**src/rtl/spi_reg_bank_if.sv**
```systemverilog
// SPI pin bundle shared by the register bank and its host.
// master drives sclk/ncs/copi; slave drives cipo/cipo_oe.
interface spi_reg_bank_if;
    logic sclk;
    logic ncs;
    logic copi;
    logic cipo;
    logic cipo_oe;

    modport master (
        output sclk, ncs, copi,
        input  cipo, cipo_oe
    );

    modport slave (
        input  sclk, ncs, copi,
        output cipo, cipo_oe
    );
endinterface

```
**src/rtl/spi_reg_bank.sv**
```systemverilog
// SPI mode-0 register bank: validated writes, CIPO read-back, flat reg bus.
// Define SPI_REG_BANK_ERR_CNT_EN to add the saturating rejected-frame counter err_cnt.
module spi_reg_bank #(
    parameter int                ADDR_W      = 7,
    parameter int                DATA_W      = 8,
    parameter int                NUM_REGS    = 5,
    parameter logic [DATA_W-1:0] RESET_VAL   = '0,
    parameter int                SYNC_STAGES = 2
) (
    input  logic                       clk,
    input  logic                       rst_n,
    spi_reg_bank_if.slave              spi,
    output logic [NUM_REGS*DATA_W-1:0] regs_flat,
    output logic                       wr_strobe,
    output logic [ADDR_W-1:0]          wr_addr,
    output logic                       busy
`ifdef SPI_REG_BANK_ERR_CNT_EN
    ,
    output logic [7:0]                 err_cnt
`endif
);

    localparam int FRAME_W = 1 + ADDR_W + DATA_W;
    localparam int CNT_W   = $clog2(FRAME_W + 2);
    localparam logic [CNT_W-1:0] CNT_HDR  = CNT_W'(ADDR_W);
    localparam logic [CNT_W-1:0] CNT_FULL = CNT_W'(FRAME_W);
    localparam logic [CNT_W-1:0] CNT_SAT  = CNT_W'(FRAME_W + 1);
    localparam logic [ADDR_W:0]  NREGS    = (ADDR_W+1)'(NUM_REGS);

    localparam logic [1:0] ST_IDLE   = 2'd0;
    localparam logic [1:0] ST_ACTIVE = 2'd1;
    localparam logic [1:0] ST_COMMIT = 2'd2;

    logic [SYNC_STAGES:0]   sclk_q, sclk_d;
    logic [SYNC_STAGES:0]   ncs_q, ncs_d;
    logic [SYNC_STAGES-1:0] copi_q, copi_d;
    logic sclk_rise, sclk_fall, ncs_rise, ncs_fall, copi_s;

    logic [1:0]                 state_q, state_d;
    logic [CNT_W-1:0]           bit_cnt_q, bit_cnt_d;
    logic [FRAME_W-1:0]         sr_q, sr_d;
    logic [DATA_W-1:0]          out_sr_q, out_sr_d;
    logic                       cipo_q, cipo_d;
    logic                       cipo_oe_q, cipo_oe_d;
    logic [NUM_REGS*DATA_W-1:0] regs_q, regs_d;
    logic                       wr_strobe_q, wr_strobe_d;
    logic [ADDR_W-1:0]          wr_addr_q, wr_addr_d;

    logic [FRAME_W-1:0] shifted;
    logic               f_rw, f_ok, commit;
    logic [ADDR_W-1:0]  f_addr;
    logic [DATA_W-1:0]  f_data, rd_val;
    int                 f_idx, h_idx;

    // Top chain bit is the edge-detect flop; the one below it is the synced value.
    always_comb begin
        sclk_d    = {sclk_q[SYNC_STAGES-1:0], spi.sclk};
        ncs_d     = {ncs_q[SYNC_STAGES-1:0], spi.ncs};
        copi_d    = {copi_q[SYNC_STAGES-2:0], spi.copi};
        sclk_rise = sclk_q[SYNC_STAGES-1] & ~sclk_q[SYNC_STAGES];
        sclk_fall = ~sclk_q[SYNC_STAGES-1] & sclk_q[SYNC_STAGES];
        ncs_rise  = ncs_q[SYNC_STAGES-1] & ~ncs_q[SYNC_STAGES];
        ncs_fall  = ~ncs_q[SYNC_STAGES-1] & ncs_q[SYNC_STAGES];
        copi_s    = copi_q[SYNC_STAGES-1];
    end

    always_comb begin
        f_rw    = sr_q[FRAME_W-1];
        f_addr  = sr_q[DATA_W +: ADDR_W];
        f_data  = sr_q[DATA_W-1:0];
        f_idx   = 32'(f_addr);
        f_ok    = (bit_cnt_q == CNT_FULL) && ({1'b0, f_addr} < NREGS);
        commit  = (state_q == ST_COMMIT) && f_ok && f_rw;
        shifted = {sr_q[FRAME_W-2:0], copi_s};
        h_idx   = 32'(shifted[ADDR_W-1:0]);
        rd_val  = '0;
        for (int i = 0; i < NUM_REGS; i++) begin
            if (h_idx == i) rd_val = regs_q[i*DATA_W +: DATA_W];
        end
    end

    always_comb begin
        state_d     = state_q;
        bit_cnt_d   = bit_cnt_q;
        sr_d        = sr_q;
        out_sr_d    = out_sr_q;
        cipo_d      = cipo_q;
        cipo_oe_d   = cipo_oe_q;
        regs_d      = regs_q;
        wr_strobe_d = 1'b0;
        wr_addr_d   = wr_addr_q;
        unique case (state_q)
            ST_IDLE: begin
                if (ncs_fall) begin
                    state_d   = ST_ACTIVE;
                    bit_cnt_d = '0;
                    sr_d      = '0;
                    out_sr_d  = '0;
                end
            end
            ST_ACTIVE: begin
                if (ncs_rise) begin
                    state_d   = ST_COMMIT;
                    cipo_d    = 1'b0;
                    cipo_oe_d = 1'b0;
                    out_sr_d  = '0;
                end else begin
                    if (sclk_rise) begin
                        sr_d = shifted;
                        if (bit_cnt_q != CNT_SAT) bit_cnt_d = bit_cnt_q + CNT_W'(1);
                        // Header just completed: preload read data.
                        if (bit_cnt_q == CNT_HDR && !shifted[ADDR_W]) begin
                            out_sr_d  = rd_val;
                            cipo_oe_d = 1'b1;
                        end
                    end
                    if (sclk_fall && cipo_oe_q) begin
                        cipo_d   = out_sr_q[DATA_W-1];
                        out_sr_d = out_sr_q << 1;
                    end
                end
            end
            ST_COMMIT: begin
                state_d = ST_IDLE;
                if (commit) begin
                    wr_strobe_d = 1'b1;
                    wr_addr_d   = f_addr;
                    for (int i = 0; i < NUM_REGS; i++) begin
                        if (f_idx == i) regs_d[i*DATA_W +: DATA_W] = f_data;
                    end
                end
            end
            default: state_d = ST_IDLE;
        endcase
    end

    always_ff @(posedge clk or negedge rst_n) begin
        if (!rst_n) begin
            sclk_q      <= '0;
            ncs_q       <= '1;
            copi_q      <= '0;
            state_q     <= ST_IDLE;
            bit_cnt_q   <= '0;
            sr_q        <= '0;
            out_sr_q    <= '0;
            cipo_q      <= 1'b0;
            cipo_oe_q   <= 1'b0;
            regs_q      <= {NUM_REGS{RESET_VAL}};
            wr_strobe_q <= 1'b0;
            wr_addr_q   <= '0;
        end else begin
            sclk_q      <= sclk_d;
            ncs_q       <= ncs_d;
            copi_q      <= copi_d;
            state_q     <= state_d;
            bit_cnt_q   <= bit_cnt_d;
            sr_q        <= sr_d;
            out_sr_q    <= out_sr_d;
            cipo_q      <= cipo_d;
            cipo_oe_q   <= cipo_oe_d;
            regs_q      <= regs_d;
            wr_strobe_q <= wr_strobe_d;
            wr_addr_q   <= wr_addr_d;
        end
    end

`ifdef SPI_REG_BANK_ERR_CNT_EN
    logic [7:0] err_cnt_q, err_cnt_d;

    // A zero-length frame (ncs glitch) is not counted.
    always_comb begin
        err_cnt_d = err_cnt_q;
        if (state_q == ST_COMMIT && bit_cnt_q != '0 && !f_ok && err_cnt_q != 8'hff)
            err_cnt_d = err_cnt_q + 8'd1;
    end

    always_ff @(posedge clk or negedge rst_n) begin
        if (!rst_n) err_cnt_q <= '0;
        else        err_cnt_q <= err_cnt_d;
    end

    assign err_cnt = err_cnt_q;
`endif

    assign spi.cipo    = cipo_q;
    assign spi.cipo_oe = cipo_oe_q;
    assign regs_flat   = regs_q;
    assign wr_strobe   = wr_strobe_q;
    assign wr_addr     = wr_addr_q;
    assign busy        = (state_q == ST_ACTIVE);

endmodule

```
**src/flat_wrapper.sv**
```systemverilog
// flat-port wrapper written by rule: the top's interface ports become plain ports
module spi_reg_bank_flat 
#(
    parameter int                ADDR_W      = 7,
    parameter int                DATA_W      = 8,
    parameter int                NUM_REGS    = 5,
    parameter logic [DATA_W-1:0] RESET_VAL   = '0,
    parameter int                SYNC_STAGES = 2
)
  (clk, rst_n, regs_flat, wr_strobe, wr_addr, busy, spi_sclk, spi_ncs, spi_copi, spi_cipo, spi_cipo_oe);
  spi_reg_bank_if spi_i ();
  input  logic clk;
  input  logic rst_n;
  output logic [NUM_REGS*DATA_W-1:0] regs_flat;
  output logic wr_strobe;
  output logic [ADDR_W-1:0] wr_addr;
  output logic busy;
  input wire logic [$bits(spi_i.sclk)-1:0] spi_sclk;
  input wire logic [$bits(spi_i.ncs)-1:0] spi_ncs;
  input wire logic [$bits(spi_i.copi)-1:0] spi_copi;
  output wire logic [$bits(spi_i.cipo)-1:0] spi_cipo;
  output wire logic [$bits(spi_i.cipo_oe)-1:0] spi_cipo_oe;
  assign spi_i.sclk = spi_sclk;
  assign spi_i.ncs = spi_ncs;
  assign spi_i.copi = spi_copi;
  assign spi_cipo = spi_i.cipo;
  assign spi_cipo_oe = spi_i.cipo_oe;
  spi_reg_bank #(.ADDR_W(ADDR_W), .DATA_W(DATA_W), .NUM_REGS(NUM_REGS), .RESET_VAL(RESET_VAL), .SYNC_STAGES(SYNC_STAGES)) u_core (.clk(clk), .rst_n(rst_n), .spi(spi_i), .regs_flat(regs_flat), .wr_strobe(wr_strobe), .wr_addr(wr_addr), .busy(busy));
endmodule
```
**config.mk**
```make
export PLATFORM = sky130hd
export DESIGN_NAME = spi_reg_bank_flat
export DESIGN_NICKNAME = d
export VERILOG_FILES = /design/src/rtl/spi_reg_bank_if.sv /design/src/rtl/spi_reg_bank.sv /design/src/flat_wrapper.sv
export SDC_FILE = /design/constraint.sdc
export NUM_CORES = 1
export LEC_CHECK = 0
export ABC_AREA = 1
export CORE_MARGIN = 4
export CORE_UTILIZATION = 50
export CTS_BUF_LIST = sky130_fd_sc_hd__clkbuf_4
export CTS_CLUSTER_SIZE = 12
export DETAILED_ROUTE_END_ITERATION = 6
export MAX_ROUTING_LAYER = met4
export PLACE_DENSITY_LB_ADDON = 0.15
export SLEW_MARGIN = 20
export SYNTH_ARGS = -nofsm -noshare
export SYNTH_HDL_FRONTEND = slang
export SYNTH_SLANG_ARGS = --single-unit
export TNS_END_PERCENT = 5
```
**constraint.sdc**
```tcl
create_clock -name clk -period 4.3 [get_ports clk]
set_clock_uncertainty 0.15 [all_clocks]
set_input_delay 0.86 -clock clk [delete_from_list [all_inputs] [get_ports clk]]
set_output_delay 0.86 -clock clk [all_outputs]
set_load 0.02 [all_outputs]
```
[Yosys cells after proc, flatten, opt, wreduce, memory -nomap -nowiden]
Index checks and enable logic that the tools add are counted.
Cells by class
  add/subtract/negate cells: 1
  multiply operators: 0
  div/mod/pow operators: 0
  $lt $le $gt $ge: 1
  equality and inequality tests: 20
  shift-type cells: 0
  multiplexer cells: 30
  bitwise logic cells: 8
  reduce and logical (&&, ||, !) cells: 25
Operators with widths (number)
  two-way mux 8 bit: 10
  two-way mux 16 bit: 3
  logical NOT 32 bit: 1
  one-hot mux 16 bit (2 select lines): 1
  equality test 7 x 3 -> 1 bit (second input constant): 4
  two-way mux 5 bit: 4
  AND reduction 3 bit: 6
  one-hot mux 8 bit (2 select lines): 1
  equality test 7 x 2 -> 1 bit (second input constant): 2
  equality test 7 x 4 -> 1 bit (second input constant): 2
  one-hot mux 5 bit (2 select lines): 1
  != test 2 x 1 -> 1 bit (second input constant): 4
  != test 4 x 1 -> 1 bit (second input constant): 2
  AND reduction 4 bit: 2
  nonzero test 2 bit: 4
  logical NOT 7 bit: 1
  < comparator 7 x 3 -> 1 bit (second input constant): 1
  two-way mux 1 bit: 7
  AND reduction 2 bit: 3
  adder 5 x 1 -> 5 bit (second input constant): 1
  equality test 5 x 3 -> 1 bit (second input constant): 1
  equality test 5 bit (second input constant): 1
  logical AND 1 bit: 5
  != test 5 bit (second input constant): 1
  10 further kinds: 17
Storage, ports and cells
  register bits: 89
  bits in latches: 0
  memory bits (writable): 0
  ROM bits: 0
  input port bits: 5
  memories kept: 0

[Logic depth before layout (Yosys ltp)]
  depth in word-level cells: 11
  mapped depth: 10
  gate-level depth less buffers: 9

[Least setup slack after synthesis]
Ideal clock, no wire load.
  path type: reg2out
  start point: register u_core.state_q[1]
  end point: output busy
  data arrival time: 1059 ps
  path slack: 2231 ps
  stages on the path, launching flop included: 3
  cells stage by stage: dfrtp_1 nor2_1 clkbuf_1
On the way
  longest elaborated chain between the ends: 1
Ends and longest elaborated chain
  start: declaration: RTL line spi_reg_bank.sv:39  | logic [1:0] state_q, state_d;
  start signal: assignment: RTL line spi_reg_bank.sv:155  | state_q <= state_d;
  equality test 2 x 1 -> 1 bit: RTL line spi_reg_bank.sv:190  | assign busy = (state_q == ST_ACTIVE);
  end: declaration: RTL line flat_wrapper.sv:17  | output logic busy;
No other way between the ends.

[Worst setup path in the final report]
Ends and elaborated chain as after synthesis.

==> flow_metrics.env <==
export IMPL_grt_util_all_layers_pct=22.6
export IMPL_synthDominantCellAreaShare_pct=49.2
export IMPL_timing_max_slew_rel_slack_pct=29.8
export IMPL_fin_tns_setup_ns=0
export IMPL_starting_density_of_the_core_pct=52.2
export IMPL_synth_seq_cells=89
export IMPL_synth_enable_flop_cells=0
export IMPL_p_int_w=0.00107
export IMPL_cts_tree="yes"
export IMPL_areaGrowthSynthToFinish_pct=17.5
export IMPL_syn_instance_count=556
export IMPL_post_synth_mux_area_share_pct=0
export IMPL_overflow=0
export IMPL_worstSkewPairLatency_ns=0.46
export IMPL_gp_congestion=0.866
export IMPL_clk_path_buf_depth=2
export IMPL_worst_path_largest_cell_delay_ns=0.66
export IMPL_numCtsBuffers=9
export IMPL_run_status="finished clean"
export IMPL_ys_warnings_count=0
export IMPL_synth_seq_area_share_pct=51.0
export IMPL_drt_drc_violations_left=0
export IMPL_fillerInstances=776
export IMPL_cts_hold_buffers=0
export IMPL_top_level_pins=56
export IMPL_netlist_top_cells_area="sky130_fd_sc_hd__dfrtp_1, sky130_fd_sc_hd__nand3_1, sky130_fd_sc_hd__nand2_1, sky130_fd_sc_hd__inv_1, sky130_fd_sc_hd__o21ai_0"
export IMPL_hold_class="reg -> reg"
export IMPL_postSynthAreaPerCell_um2=7.87
export IMPL_core_area_um2=8380
export IMPL_synth_largest_area_cell="sky130_fd_sc_hd__dfrtp_1"
export IMPL_critical_path_startpoint_type="flop"
export IMPL_wirelength_um=10600
export IMPL_static_leakage_power_nw=2.74
export IMPL_switching_share_pct=33.7
export IMPL_finalSetupViolCount=0
export IMPL_antenna_diode_count=0
export IMPL_drt_pre_antenna_iters=6
export IMPL_utilization_pct=61.3
export IMPL_maxCapViolCount=0
export IMPL_layout_min_cycle_time_ns=2.83
export IMPL_cts_reportedPaths_clkPinSlew_ns=0.14
export IMPL_placedInstanceArea_um2=5010
export IMPL_routedWlPerCell_um=14.7
export IMPL_detail_route_vias_per_cell=5.21
export IMPL_worst_slew_pin_slew_ns=1.04
export IMPL_ir_drop_uv=179
export IMPL_critical_path_endpoint_type="primary output"
export IMPL_grt_pass1_wl_um=17800
export IMPL_nNetsFinal=621
export IMPL_initialDrtViolationCount=272
export IMPL_cts_htree_levels=3
export IMPL_cts_resized=0
export IMPL_synth_fp_nets=564
export IMPL_post_cts_setup_buffer_count=0
export IMPL_synth_top_cells_by_count="sky130_fd_sc_hd__nand2_1, sky130_fd_sc_hd__nand3_1, sky130_fd_sc_hd__inv_1"
export IMPL_initial_antenna_violation_count=0
export IMPL_cp_required_ns=3.29
export IMPL_timing_hold_ws_ns=0.219
export IMPL_placement_io_buffers=55
export IMPL_post_synth_instance_area_um2=4380
export IMPL_combinational_share_of_power_pct=16.0
export IMPL_worst_endpoint_arrival_ns=1.82
export IMPL_die_width_um=102
export IMPL_ant_nets=0
export IMPL_simple_gate_share_of_the_synthesized_area_pct=32.2
export IMPL_asyncSetResetFlopFracSynth_pct=100
export IMPL_finish_instance_area_um2=5140
export IMPL_hold_viol=0
export IMPL_cp_max_fo=5
export IMPL_post_synth_xor_area_fraction_pct=0.200
export IMPL_final_min_period_over_clock_period_pct=65.9
export IMPL_ys_dominant_reg_cell="sky130_fd_sc_hd__dfrtp_1"
export IMPL_crit_path_cell_trace="nor2_1 > clkdlybuf4s50_1"
export IMPL_die_area_um2=10300
export IMPL_yosysUniqueCellTypes=27
export IMPL_synth_compound_area_share_pct=4.72
export IMPL_final_layout_size_suffix_gt1_share_pct=6.80
export IMPL_post_synthesis_adder_cell_area_fraction_pct=0.858
export IMPL_critical_path_class="reg -> out"
export IMPL_slowest_stage="sky130_fd_sc_hd__clkdlybuf4s50_1"
export IMPL_via_count=3768
export IMPL_chipHeight_um=102
export IMPL_pwr_share_seq_pct=55.4
export IMPL_power_w=0.00162
export IMPL_max_clock_freq_ghz=0.353
export IMPL_dp_hpwl_um=7470
export IMPL_grt_pass1_vias=3632
export IMPL_clock_tree_root_cell="sky130_fd_sc_hd__clkbuf_4"
export IMPL_net_switching_power_w=0.000544
export IMPL_report_final_slew_viol_count=0
export IMPL_numClockSinks=89
export IMPL_p_clk_share_pct=28.6
export IMPL_power_density_cell_area_nw_per_um2=315
export IMPL_rsz_0062_raised_after_global_routing="false"
export IMPL_post_synth_top_count_cell="sky130_fd_sc_hd__nand2_1"
export IMPL_rows=33
export IMPL_pin_count_of_the_biggest_net_entering_global_routing=68
export IMPL_combinational_family_with_the_most_area_after_synthesis="simple AND/OR/NAND/NOR gates"
==> metrics by stage <==
stage          setup slack (ns)  std cells
6_report                   1.47        723
5_1_grt                    1.42        723
4_1_cts                    1.46        723
3_5_place_dp               1.84        707
3_3_place_gp               1.91        707
2_1_floorplan              2.23        556
==> cell type report <==
| type | instances | area, um^2 | area share [%] |
|---|---|---|---|
| Clock buffer | 9 | 67.6 | 1.31 |
| Clock inverter | 7 | 65.1 | 1.27 |
| Inverter | 106 | 398 | 7.74 |
| Multi-Input combinational cell | 347 | 1660 | 32.3 |
| Sequential cell | 89 | 2230 | 43.4 |
| Tap cell | 105 | 131 | 2.56 |
| Timing Repair Buffer | 60 | 586 | 11.4 |
==> power groups by stage <==
stage | logic [W] | clock network [W] | registers, W
floorplan | 0.000168 | 0 | 0.000907
global placement | 0.000251 | 0 | 0.000910
detailed placement | 0.000257 | 0 | 0.000911
CTS | 0.000258 | 0.000470 | 0.000896
global route | 0.000292 | 0.000505 | 0.000900
finish | 0.000259 | 0.000463 | 0.000896
==> layout by cell type (no fill, tap or decap), drive strengths merged, types with 3 or more instances in the layout <==
cell,instances
nor4,4
ha,3
clkdlybuf4s50,54
clkbuf,9
dfrtp,86
buf,6
dfstp,3
a21oi,3
o21ai,33
nand2,141
nand4,3
nor3,3
nand3,110
nor2,39
inv,111
==> worst max-delay path, delay by kind of cell, from the launching register on <==
family,cells,cell delay (ns)
buf+inv,1,0.66
flops,1,0.47
simple gates,1,0.26
==> logic make-up after synthesis <==
group / count (synthesis)
xor+xnor: 1
simple gates: 304
compound gates: 39
fa+ha+maj: 3
buf+inv: 120
flops: 89
==> per-layer routing <==
metal  up-vias  share of wire, %  wire length, um  track usage, %
met5         -                 0                0               -
met4         0               1.4              147            6.24
met3        13               7.5              801            4.55
met2       149                45             4820            32.7
met1      1757                46             4860            32.5
li1       1849                 -                -               -
==> worst paths after layout <==
path,end,cells after the start,start,slack [ns]
hold / removal,u_core.ncs_q[1],0,u_core.ncs_q[0],0.22
min in group asynchronous,u_core.wr_addr[5],1,rst_n,0.35
hold reg to reg,u_core.ncs_q[1],0,u_core.ncs_q[0],0.22
max in group asynchronous,u_core.ncs_q[2],2,rst_n,2.71
setup / recovery,busy,2,u_core.state_q[1],1.47
setup reg to reg,u_core.regs_flat[27],8,u_core.bit_cnt_q[0],1.80
==> sequential cells by signal, summed over array words and instances (netlist names) <==
signal and count:
u_core.bit_cnt_q 5, u_core.copi_q 2, u_core.ncs_q 3, u_core.out_sr_q 8, u_core.regs_flat 40, u_core.sclk_q 3, u_core.spi.cipo 1, u_core.spi.cipo_oe 1
u_core.sr_q 16, u_core.state_q 2, u_core.wr_addr 7, u_core.wr_strobe 1
No activity file was read; power rests on OpenSTA's default activity.
